$ cat config.mk
export PLATFORM = sky130hd
export DESIGN_NAME = girlanda_timer
export DESIGN_NICKNAME = d
export VERILOG_FILES = /design/src/rtl/girlanda_timer.sv
export SDC_FILE = /design/constraint.sdc
export NUM_CORES = 1
export LEC_CHECK = 0
export BUFFER_PORTS_ARGS = -buffer_cell sky130_fd_sc_hd__buf_2
export CORE_MARGIN = 2
export CORE_UTILIZATION = 48
export DETAILED_ROUTE_END_ITERATION = 8
export GPL_ROUTABILITY_DRIVEN = 0
export PLACE_DENSITY_LB_ADDON = 0.25
export SYNTH_ARGS = -nofsm -noshare
export SYNTH_HDL_FRONTEND = slang
export SYNTH_SLANG_ARGS = --single-unit
export TNS_END_PERCENT = 50
$ cat constraint.sdc
create_clock -name clk -period 1.7 [get_ports clk]
set_clock_uncertainty 0.2 [all_clocks]
set_input_delay 0.17 -clock clk [delete_from_list [all_inputs] [get_ports clk]]
set_output_delay 0.17 -clock clk [all_outputs]
set_load 0.03 [all_outputs]
$ cat src/rtl/girlanda_timer.sv
// girlanda_timer: debounced mode selector, tick prescaler and saturating step counter.
// Define GIRLANDA_AUTOCYCLE_EN to advance the mode automatically every AUTO_STEPS steps.
module girlanda_timer #(
  parameter int PRESCALE   = 1000,
  parameter int STEP_TICKS = 25,
  parameter int DEB_CYCLES = 16,
  parameter int AUTO_STEPS = 64
) (
  input  logic        clk,
  input  logic        rst_n,
  input  logic        btn_mode,
  input  logic        count_clr_n,
  output logic [1:0]  mode,
  output logic [31:0] count,
  output logic        step,
  output logic        mode_chg
);
  localparam int PW = $clog2(PRESCALE);
  localparam int DW = $clog2(DEB_CYCLES + 1);
  typedef enum logic [1:0] {IDLE, DEB_HI, HELD, DEB_LO} deb_t;
  deb_t st, st_nx;
  logic s1, btn_s, btn_acc, auto_acc, acc, tick;
  logic [DW-1:0] dcnt, dcnt_nx;
  logic [PW-1:0] pre;
  logic [1:0] mode_nx;
  always_comb begin
    st_nx   = st;
    dcnt_nx = dcnt;
    btn_acc = 1'b0;
    case (st)
      IDLE: if (btn_s) begin
        st_nx   = DEB_HI;
        dcnt_nx = DW'(1);
      end
      DEB_HI: if (!btn_s) begin
        st_nx   = IDLE;
        dcnt_nx = '0;
      end else if (dcnt == DW'(DEB_CYCLES - 1)) begin
        st_nx   = HELD;
        dcnt_nx = '0;
        btn_acc = 1'b1;
      end else dcnt_nx = dcnt + DW'(1);
      HELD: if (!btn_s) begin
        st_nx   = DEB_LO;
        dcnt_nx = DW'(1);
      end
      default: if (btn_s) begin
        st_nx   = HELD;
        dcnt_nx = '0;
      end else if (dcnt == DW'(DEB_CYCLES - 1)) begin
        st_nx   = IDLE;
        dcnt_nx = '0;
      end else dcnt_nx = dcnt + DW'(1);
    endcase
  end
`ifdef GIRLANDA_AUTOCYCLE_EN
  localparam int AW = $clog2(AUTO_STEPS + 1);
  logic [AW-1:0] scnt;
  assign auto_acc = step && mode != 2'd2 && scnt == AW'(AUTO_STEPS - 1);
  always_ff @(posedge clk or negedge rst_n)
    if (!rst_n) scnt <= '0;
    else if (btn_acc || auto_acc) scnt <= '0;
    else if (step && mode != 2'd2) scnt <= scnt + AW'(1);
`else
  assign auto_acc = AUTO_STEPS < 0;
`endif
  assign acc  = btn_acc | auto_acc;
  assign tick = pre == PW'(PRESCALE - 1);
  // the automatic advance toggles between chase and ping-pong, never turning the garland off
  assign mode_nx = btn_acc ? (mode == 2'd2 ? 2'd0 : mode + 2'd1) : (mode == 2'd0 ? 2'd1 : 2'd0);
  always_ff @(posedge clk or negedge rst_n)
    if (!rst_n) begin
      s1       <= 1'b0;
      btn_s    <= 1'b0;
      st       <= IDLE;
      dcnt     <= '0;
      mode     <= 2'd0;
      mode_chg <= 1'b0;
      step     <= 1'b0;
      pre      <= '0;
      count    <= '0;
    end else begin
      s1       <= btn_mode;
      btn_s    <= s1;
      st       <= st_nx;
      dcnt     <= dcnt_nx;
      mode_chg <= acc;
      step     <= !acc && mode != 2'd2 && count_clr_n && tick && count == 32'(STEP_TICKS - 1);
      if (acc) begin
        mode  <= mode_nx;
        pre   <= '0;
        count <= '0;
      end else if (mode == 2'd2) begin
        pre   <= '0;
        count <= '0;
      end else begin
        pre <= tick ? '0 : pre + PW'(1);
        if (!count_clr_n) count <= '0;
        else if (tick && count < 32'(STEP_TICKS)) count <= count + 32'd1;
      end
    end
endmodule

== After elaboration in Yosys (flattened, before gate mapping) ==
Index checks and enable logic that the tools add are counted.

* Register bits: 55
* Output and inout port bits: 36
* Word-level logic and storage cells: 59

* Add/subtract/negate cells: 4
* Magnitude comparators: 1
* Eq/ne operators: 11
* Mux-type cells: 24
* Reduce and logical (&&, ||, !) cells: 10

{| class="wikitable"
|+ Operators with widths
! kind !! number
|-
| two-way mux 32 bit || 4
|-
| adder 32 x 1 -> 32 bit, second input constant || 1
|-
| equality test 32 x 5 -> 1 bit, second input constant || 1
|-
| less-than comparator 32 x 5 -> 1 bit, second input constant || 1
|-
| two-way mux 10 bit || 3
|-
| two-way mux 5 bit || 5
|-
| case mux 5 bit (3 select lines) || 1
|-
| two-way mux 2 bit || 7
|-
| adder 10 x 1 -> 10 bit, second input constant || 1
|-
| equality test 10 bit, second input constant || 1
|-
| inequality test 2 bit, second input constant || 3
|-
| case mux 2 bit (3 select lines) || 1
|-
| adder 5 x 1 -> 5 bit, second input constant || 1
|-
| equality test 5 x 4 -> 1 bit, second input constant || 1
|-
| logical AND 1 bit || 5
|-
| equality test 2 bit, second input constant || 2
|-
| inequality test 4 x 1 -> 1 bit, second input constant || 1
|-
| AND reduction 4 bit || 1
|-
| nonzero test 4 bit || 1
|-
| two-way mux 1 bit || 3
|-
| inequality test 3 bit, second input constant || 1
|-
| adder 2 x 1 -> 2 bit, second input constant || 1
|-
| equality test 2 x 1 -> 1 bit, second input constant || 1
|-
| logical NOT 2 bit || 1
|-
| 2 further kinds || 2
|}

== Longest topological paths before layout ==
Gate-level depths: netlist of the first run.

* Depth in word-level cells: 9
* Gate-level depth with buffers: 7
* Depth with buffers taken out: 7

== Worst setup path before layout of the first run ==
OpenSTA, ideal clock, no wires.

* Kind: reg2reg
* Start: register count[24]
* End: register count[3]
* Setup time: 0.078 ns
* Arrival: 1.792 ns
* Data required time: 1.422 ns
* Setup slack: -0.370 ns
* Cell stages (with the launch flop): 6
* Path buffers: 0
* Clock period less this slack: 2.070 ns
* Cell sequence: dfrtp_1 or4_4 nor2_4 nand4_4 or3_1 a21oi_1

* Word-level cells in the longest chain between the ends: 3

{| class="wikitable"
|+ Ends and longest elaborated chain
! what !! RTL line !! source
|-
| from (decl) || 14 || <nowiki>output logic [31:0] count,</nowiki>
|-
| from (signal assigned) || 99 || <nowiki>else if (tick && count < 32'(STEP_TICKS)) count <= count + 32'd1;</nowiki>
|-
| less-than comparator 32 x 5 -> 1 bit || 99 ||
|-
| logical AND 1 bit || 99 ||
|-
| inequality test 4 x 1 -> 1 bit (no source line) || -- ||
|}

No other way between the ends.
A chain may end at the register's enable or synchronous reset.

== Worst setup path in the final report of the first run ==
* Start: register count[24]
* End: register count[2]

Same word-level chain as after synthesis.

==> results_dict.tcl, run 1 <==
set metrics [dict create \
    status "finished, violations left" \
    failed_checks "setup timing" \
    numCtsBuffers 5 \
    grt_max_degree 56 \
    grt_overflow 0 \
    drv_slew 0 \
    cts.reportedPaths.clkPinSlew_ns 0.11 \
    final_area_sq_um 3460 \
    synth_nets 216 \
    syn_area_sq_um 2340 \
    rows 25 \
    yosys.area.top_type_share_pct 58.7 \
    crit_path_top_delay_cell "or4_4" \
    clkLatencyLatePin_ns 0.32 \
    yosys_warnings 0 \
    min_period_ns 1.97 \
    wl_um 5820 \
    seq_area_frac_synth_pct 58.7 \
    area_delta_synth_final_pct 47.7 \
    crit_buf_inv 0 \
    vdd_drop_max_v 0.000764 \
    yosysMostFrequentCell "dfrtp_1" \
    dp_hpwl_um 3660 \
    worstPathRequired_ns 1.74 \
    critPathMaxStageDelay_ns 0.55 \
    critPathLaunchType "flip-flop" \
    crit_chain "or4_4 -> nor2_4 -> nand4_4 -> or3_1 -> a21oi_1" \
    clock.fmax_mhz 508 \
    synth_top_area_cell "dfrtp_1" \
    n_fill_cell 324 \
    synth_enable_flop_cells 0 \
    io_buffers 39 \
    use_met2_pct 34.7 \
    fp.dieW_um 73.9 \
    critPathMaxFanout 3 \
    met3_usage_pct 3.84 \
    die_height_um 73.9 \
    grt_pass1_wl_um 8920 \
    wl_per_cell_um 15.1 \
    syn_area_per_cell_sq_um 11.5 \
    vias_per_cell 5.14 \
    leakage_nw 1.86 \
    critPathCaptureType "flip-flop" \
    initialDrtViolationCount 83 \
    h-tree-depth 2 \
    criticalPathCategory "flip-flop to flip-flop" \
    hp-class "input pin to flip-flop" \
    dpl-instance-area_sq_um 3070 \
    ys_async_sr_fraction_pct 100 \
    drv_cap 0 \
    power.total_mw 3.09 \
    multi_input_area_sq_um 1080 \
    worst_pin_slew_ns 0.332 \
    synth.top_cells.by_count "dfrtp_1 (55), and3_1 (31), nor2_1 (17), nand2_1 (9), o21ai_0 (9)" \
    cts.path.max_buffers 2 \
    grt_util_met1_pct 28.9 \
    drive_above_1_share_pct 51.7 \
    grt_util_all_layers_pct 21.6 \
    die_area_sq_um 5460 \
    regArea_sq_um 1390 \
    ys_seq_elements 55 \
    hold_viol_final 0 \
    dr.pass1.iters 4 \
    crit_arrival_ns 2.01 \
    first_global_vias 1925 \
    io_pins 40 \
    power_density_nw_per_um2 893 \
    antenna_cells 0 \
    clockRootBuffer "clkbuf_8" \
    r2r_setup_slack_ns -0.27 \
    nets 330 \
    netlist_instances 204 \
    setup_ws_ns -0.269 \
    crit_family "simple AND/OR/NAND/NOR gates" \
    initial_utilization_pct 49.6 \
    period_share_pct 116 \
    num_vias 1984 \
    drtAntennaViolNets 0 \
    synthFlopType "dfrtp_1" \
    synth_cell_type_count 37 \
    setup_violations 46 \
    remaining_drc_errors 0 \
    grt-busiest-layer "met2" \
    coreArea_sq_um 4720 \
    clkSinkCount 55 \
    rsz0062_at_grt "true" \
    cts_tree "yes" \
    antenna_found_initial 0 \
    synth_area_leaders "dfrtp_1 (59%), and3_1 (8.3%), ha_1 (4.3%)" \
    slew_headroom_pct 77.8 \
]
## cell families (layout without fill, tap and decap cells)
family                     after synthesis  after routing  share of synthesized area [%]
xor gates and xnor gates                 9              9                           3.36
DFF                                     55             55                           58.7
muxes                                    2              2                          0.961
and+or+nand+nor                         93             93                           24.5
AOI/OAI and AO/OA                       25             25                           6.30
adders and majority gates                8              8                           4.27
buffers and inverters                   12            127                           1.92
## final cells by class
type / instances / area share (%)
inverters: 6 / 0.651
clock buffers: 5 / 1.99
flip-flops and latches: 55 / 40.0
well taps: 67 / 2.42
multi-input cells: 137 / 31.3
clock inverters: 3 / 0.651
repair buffers: 113 / 22.9
## layer usage
| metal | vias up | share of wire [%] |
|---|---|---|
| met4 | 0 | 2.1 |
| met3 | 13 | 2.9 |
| li1 | 961 | - |
| met2 | 43 | 51 |
| met1 | 967 | 44 |
| met5 | - | 0 |
## state kept, by name, indices dropped and copies added, names as in the netlist, named ones only
register	flops
mode	2
st	1
pre	10
step	1
s1	1
dcnt	5
mode_chg	1
btn_s	1
count	32
## report_power, final
| part | switching [mW] | total, mW | internal [mW] |
|---|---|---|---|
| clock | 0.449 | 0.748 | 0.299 |
| combinational | 0.446 | 0.935 | 0.490 |
| sequential | 0.0445 | 1.41 | 1.36 |
| total | 0.939 | 3.09 | 2.15 |
## metrics by stage
step	worst slack, ns	cells	hold slack, ns	TNS (ns)	utilization, %
CTS	-0.264	379	0.0119	-2.36	69.9
global route	-0.335	386	0.0192	-7.51	73.3
finish	-0.269	386	0.0256	-3.69	73.3
floorplan	-0.260	204	-0.326	-1.61	-
global placement	-0.192	363	-0.0153	-1.89	65.0
detailed placement	-0.260	363	-0.0110	-3.37	65.0
## path summary, 6_finish.rpt
kind	startpoint	to	cells past startpoint
setup / recovery	count[24]	count[2]	5
hold / removal	count_clr_n	count[28]	2
setup reg to reg	count[24]	count[2]	5
hold reg to reg	s1	btn_s	0
max in group asynchronous	rst_n	count[20]	3
min in group asynchronous	rst_n	dcnt[2]	3
## timing repair
item | in CTS | in global routing
buffers inserted | 5 | 7
gates resized for setup | 22 | 31
setup endpoints to repair | 49 | 52
pin swaps | 6 | 6
hold endpoints to repair | 56 | 0
hold buffers | 2 | 0
gates cloned | 1 | 0
## placed cells by master (no fill, tap or decap), drive strengths merged, types with 2 or more instances in the layout
master and count:
mux2 2, nand2 9, xor2 3, clkbuf 5, dlygate4sd3 2, o21ai 9
nand3 6, buf 111, nor2 18, dfrtp 55, xnor2 6, and3 32
nor2b 3, o31ai 2, ha 8, or4 2, a31oi 2, inv 8
and4 2, nor3 2, a21oi 8, nor4 5, nand4 4, or3 3
nand4b 2
(Power assumes the default switching activity.)
==> run 2, diff against run 1 <==
--- a/config.mk
+++ b/config.mk
@@ -7,7 +7,7 @@
 export LEC_CHECK = 0
 export BUFFER_PORTS_ARGS = -buffer_cell sky130_fd_sc_hd__buf_2
 export CORE_MARGIN = 2
-export CORE_UTILIZATION = 48
+export CORE_UTILIZATION = 45
 export DETAILED_ROUTE_END_ITERATION = 8
 export GPL_ROUTABILITY_DRIVEN = 0
 export PLACE_DENSITY_LB_ADDON = 0.25
==> run 2 against run 1 <==
Effect of this change: the flow still finishes with violations (setup timing); sequential share of layout area shrank 2.3 points; fmax shrank 8.3%; critical path depth is the same; total power grew 4.7%; first-iteration DRC count grew 55%; global-route usage is essentially flat; combinational power grew 14%.
==> results_dict.tcl, run 2 (same netlist as run 1, synthesis figures left out) <==
set metrics [dict create \
    status "finished, violations left" \
    failed_checks "setup timing" \
    critPathMaxFanout 4 \
    final_area_sq_um 3670 \
    numCtsBuffers 5 \
    die_area_sq_um 5800 \
    io_pins 40 \
    layout_commonest_cell "buf_4" \
    clock.fmax_mhz 466 \
    grt_pass1_wl_um 10000 \
    initialDrtViolationCount 129 \
    finalSetupTns_ns -6.54 \
    wl_per_cell_um 15.8 \
    io_buffers 39 \
    drive_above_1_share_pct 55.3 \
    drv_slew 0 \
    cts.path.max_buffers 2 \
    final_cells 399 \
    min_period_ns 2.15 \
    final_util_pct 72.4 \
    worst_pin_slew_ns 0.431 \
    wl_um 6300 \
    dpl-instance-area_sq_um 3060 \
    area_delta_synth_final_pct 56.8 \
    clockRootBuffer "clkbuf_8" \
    grt_overflow 0 \
    dr.pass1.iters 4 \
    slew_headroom_pct 71.0 \
    fp.dieW_um 76.2 \
    antenna_cells 0 \
    cts_tree "yes" \
    nets 340 \
    initial_utilization_pct 46.2 \
    grt_max_degree 56 \
    cts.reportedPaths.clkPinSlew_ns 0.11 \
    rsz0062_at_grt "true" \
    drv_cap 0 \
    critPathCaptureType "flip-flop" \
    criticalPathCategory "flip-flop to flip-flop" \
    power_density_nw_per_um2 881 \
    rows 26 \
    hold_viol_final 0 \
    crit_arrival_ns 2.19 \
    die_height_um 76.2 \
    vdd_drop_max_v 0.000960 \
    reg.largest.list "count (32), pre (10), dcnt (5)" \
    vias_per_cell 5.25 \
    num_vias 2095 \
    leakage_nw 1.94 \
    first_global_vias 2144 \
    n_fill_cell 364 \
    grt_util_all_layers_pct 21.5 \
    clkLatencyLatePin_ns 0.31 \
    antenna_found_initial 0 \
    worstPathRequired_ns 1.74 \
    top_register "count" \
    hp-class "input pin to flip-flop" \
    period_share_pct 126 \
    coreArea_sq_um 5070 \
    final_cell_mix "buf_4 (70), dfrtp_1 (48), buf_2 (39)" \
    h-tree-depth 2 \
    dp_hpwl_um 3610 \
    dpl.cell_count 364 \
    largest_reg_flops 32 \
    fin_hold_ws_ns 0.0318 \
    setup_ws_ns -0.447 \
    drtAntennaViolNets 0 \
    clkSinkCount 55 \
    remaining_drc_errors 0 \
    critPathLaunchType "flip-flop" \
    setup_violations 46 \
]
-- run 2: cell count changes in the layout (fill, tap and decap cells not counted), moves of 3 or more --
| cell | delta |
|---|---|
| buf_4 | +6 |
| and3_1 | -3 |
| and3_4 | +3 |
| o21ai_1 | -3 |
-- run 2: area by class of cell --
cell class                      instances  area [sq um]  area share, %
Timing Repair Buffer                  123           935           25.4
Sequential cell                        55          1390           37.7
Multi-Input combinational cell        137          1150           31.2
Inverter                                6          22.5          0.613
Clock buffer                            5          68.8           1.87
Clock inverter                          3          27.5          0.749
Tap cell                               70          87.6           2.38
-- run 2: path summary, 6_finish.rpt --
check | startpoint | end | slack [ns] | cells past startpoint
setup / recovery | count[10] | count[3] | -0.45 | 5
hold / removal | count_clr_n | count[22] | 0.03 | 2
setup reg to reg | count[10] | count[3] | -0.45 | 5
hold reg to reg | s1 | btn_s | 0.17 | 0
max in group asynchronous | rst_n | btn_s | 0.85 | 3
min in group asynchronous | rst_n | count[0] | 0.17 | 3
-- run 2: what timing repair did --
action,CTS,global route
gates cloned,3,0
resized for setup,28,40
setup buffers,15,9
hold buffers,2,0
endpoints found under the hold margin,56,0
setup endpoints to repair,46,50
pin swaps,8,16
-- run 2: power by group --
part	switching [mW]	internal, mW
Clock	0.452	0.306
Sequential	0.0454	1.36
Combinational	0.500	0.572
Total	0.997	2.24
-- run 2: per-stage QoR --
stage	power [mW]	setup WS, ns
global route	3.41	-0.463
global placement	2.00	-0.217
finish	3.24	-0.447
detailed placement	2.02	-0.276
floorplan	1.71	-0.260
CTS	2.91	-0.288
-- run 2: routing by layer --
layer / vias up / routed length (um) / global-route usage (%) / part of all wire, %
met2: 62 / 3460 / 40.5 / 55
met5: - / 0 / 0 / 0
met1: 1041 / 2400 / 25.1 / 38
li1: 978 / - / - / -
met4: 0 / 121 / 5.64 / 1.9
met3: 14 / 317 / 4.15 / 5.0
-- run 2: critical path: stages, from the launching register on --
cell and delay (ns):
dfrtp_1 0.42, nor4_1 0.44, and4_2 0.37, nand4_4 0.13, or3_4 0.38, a21oi_4 0.14
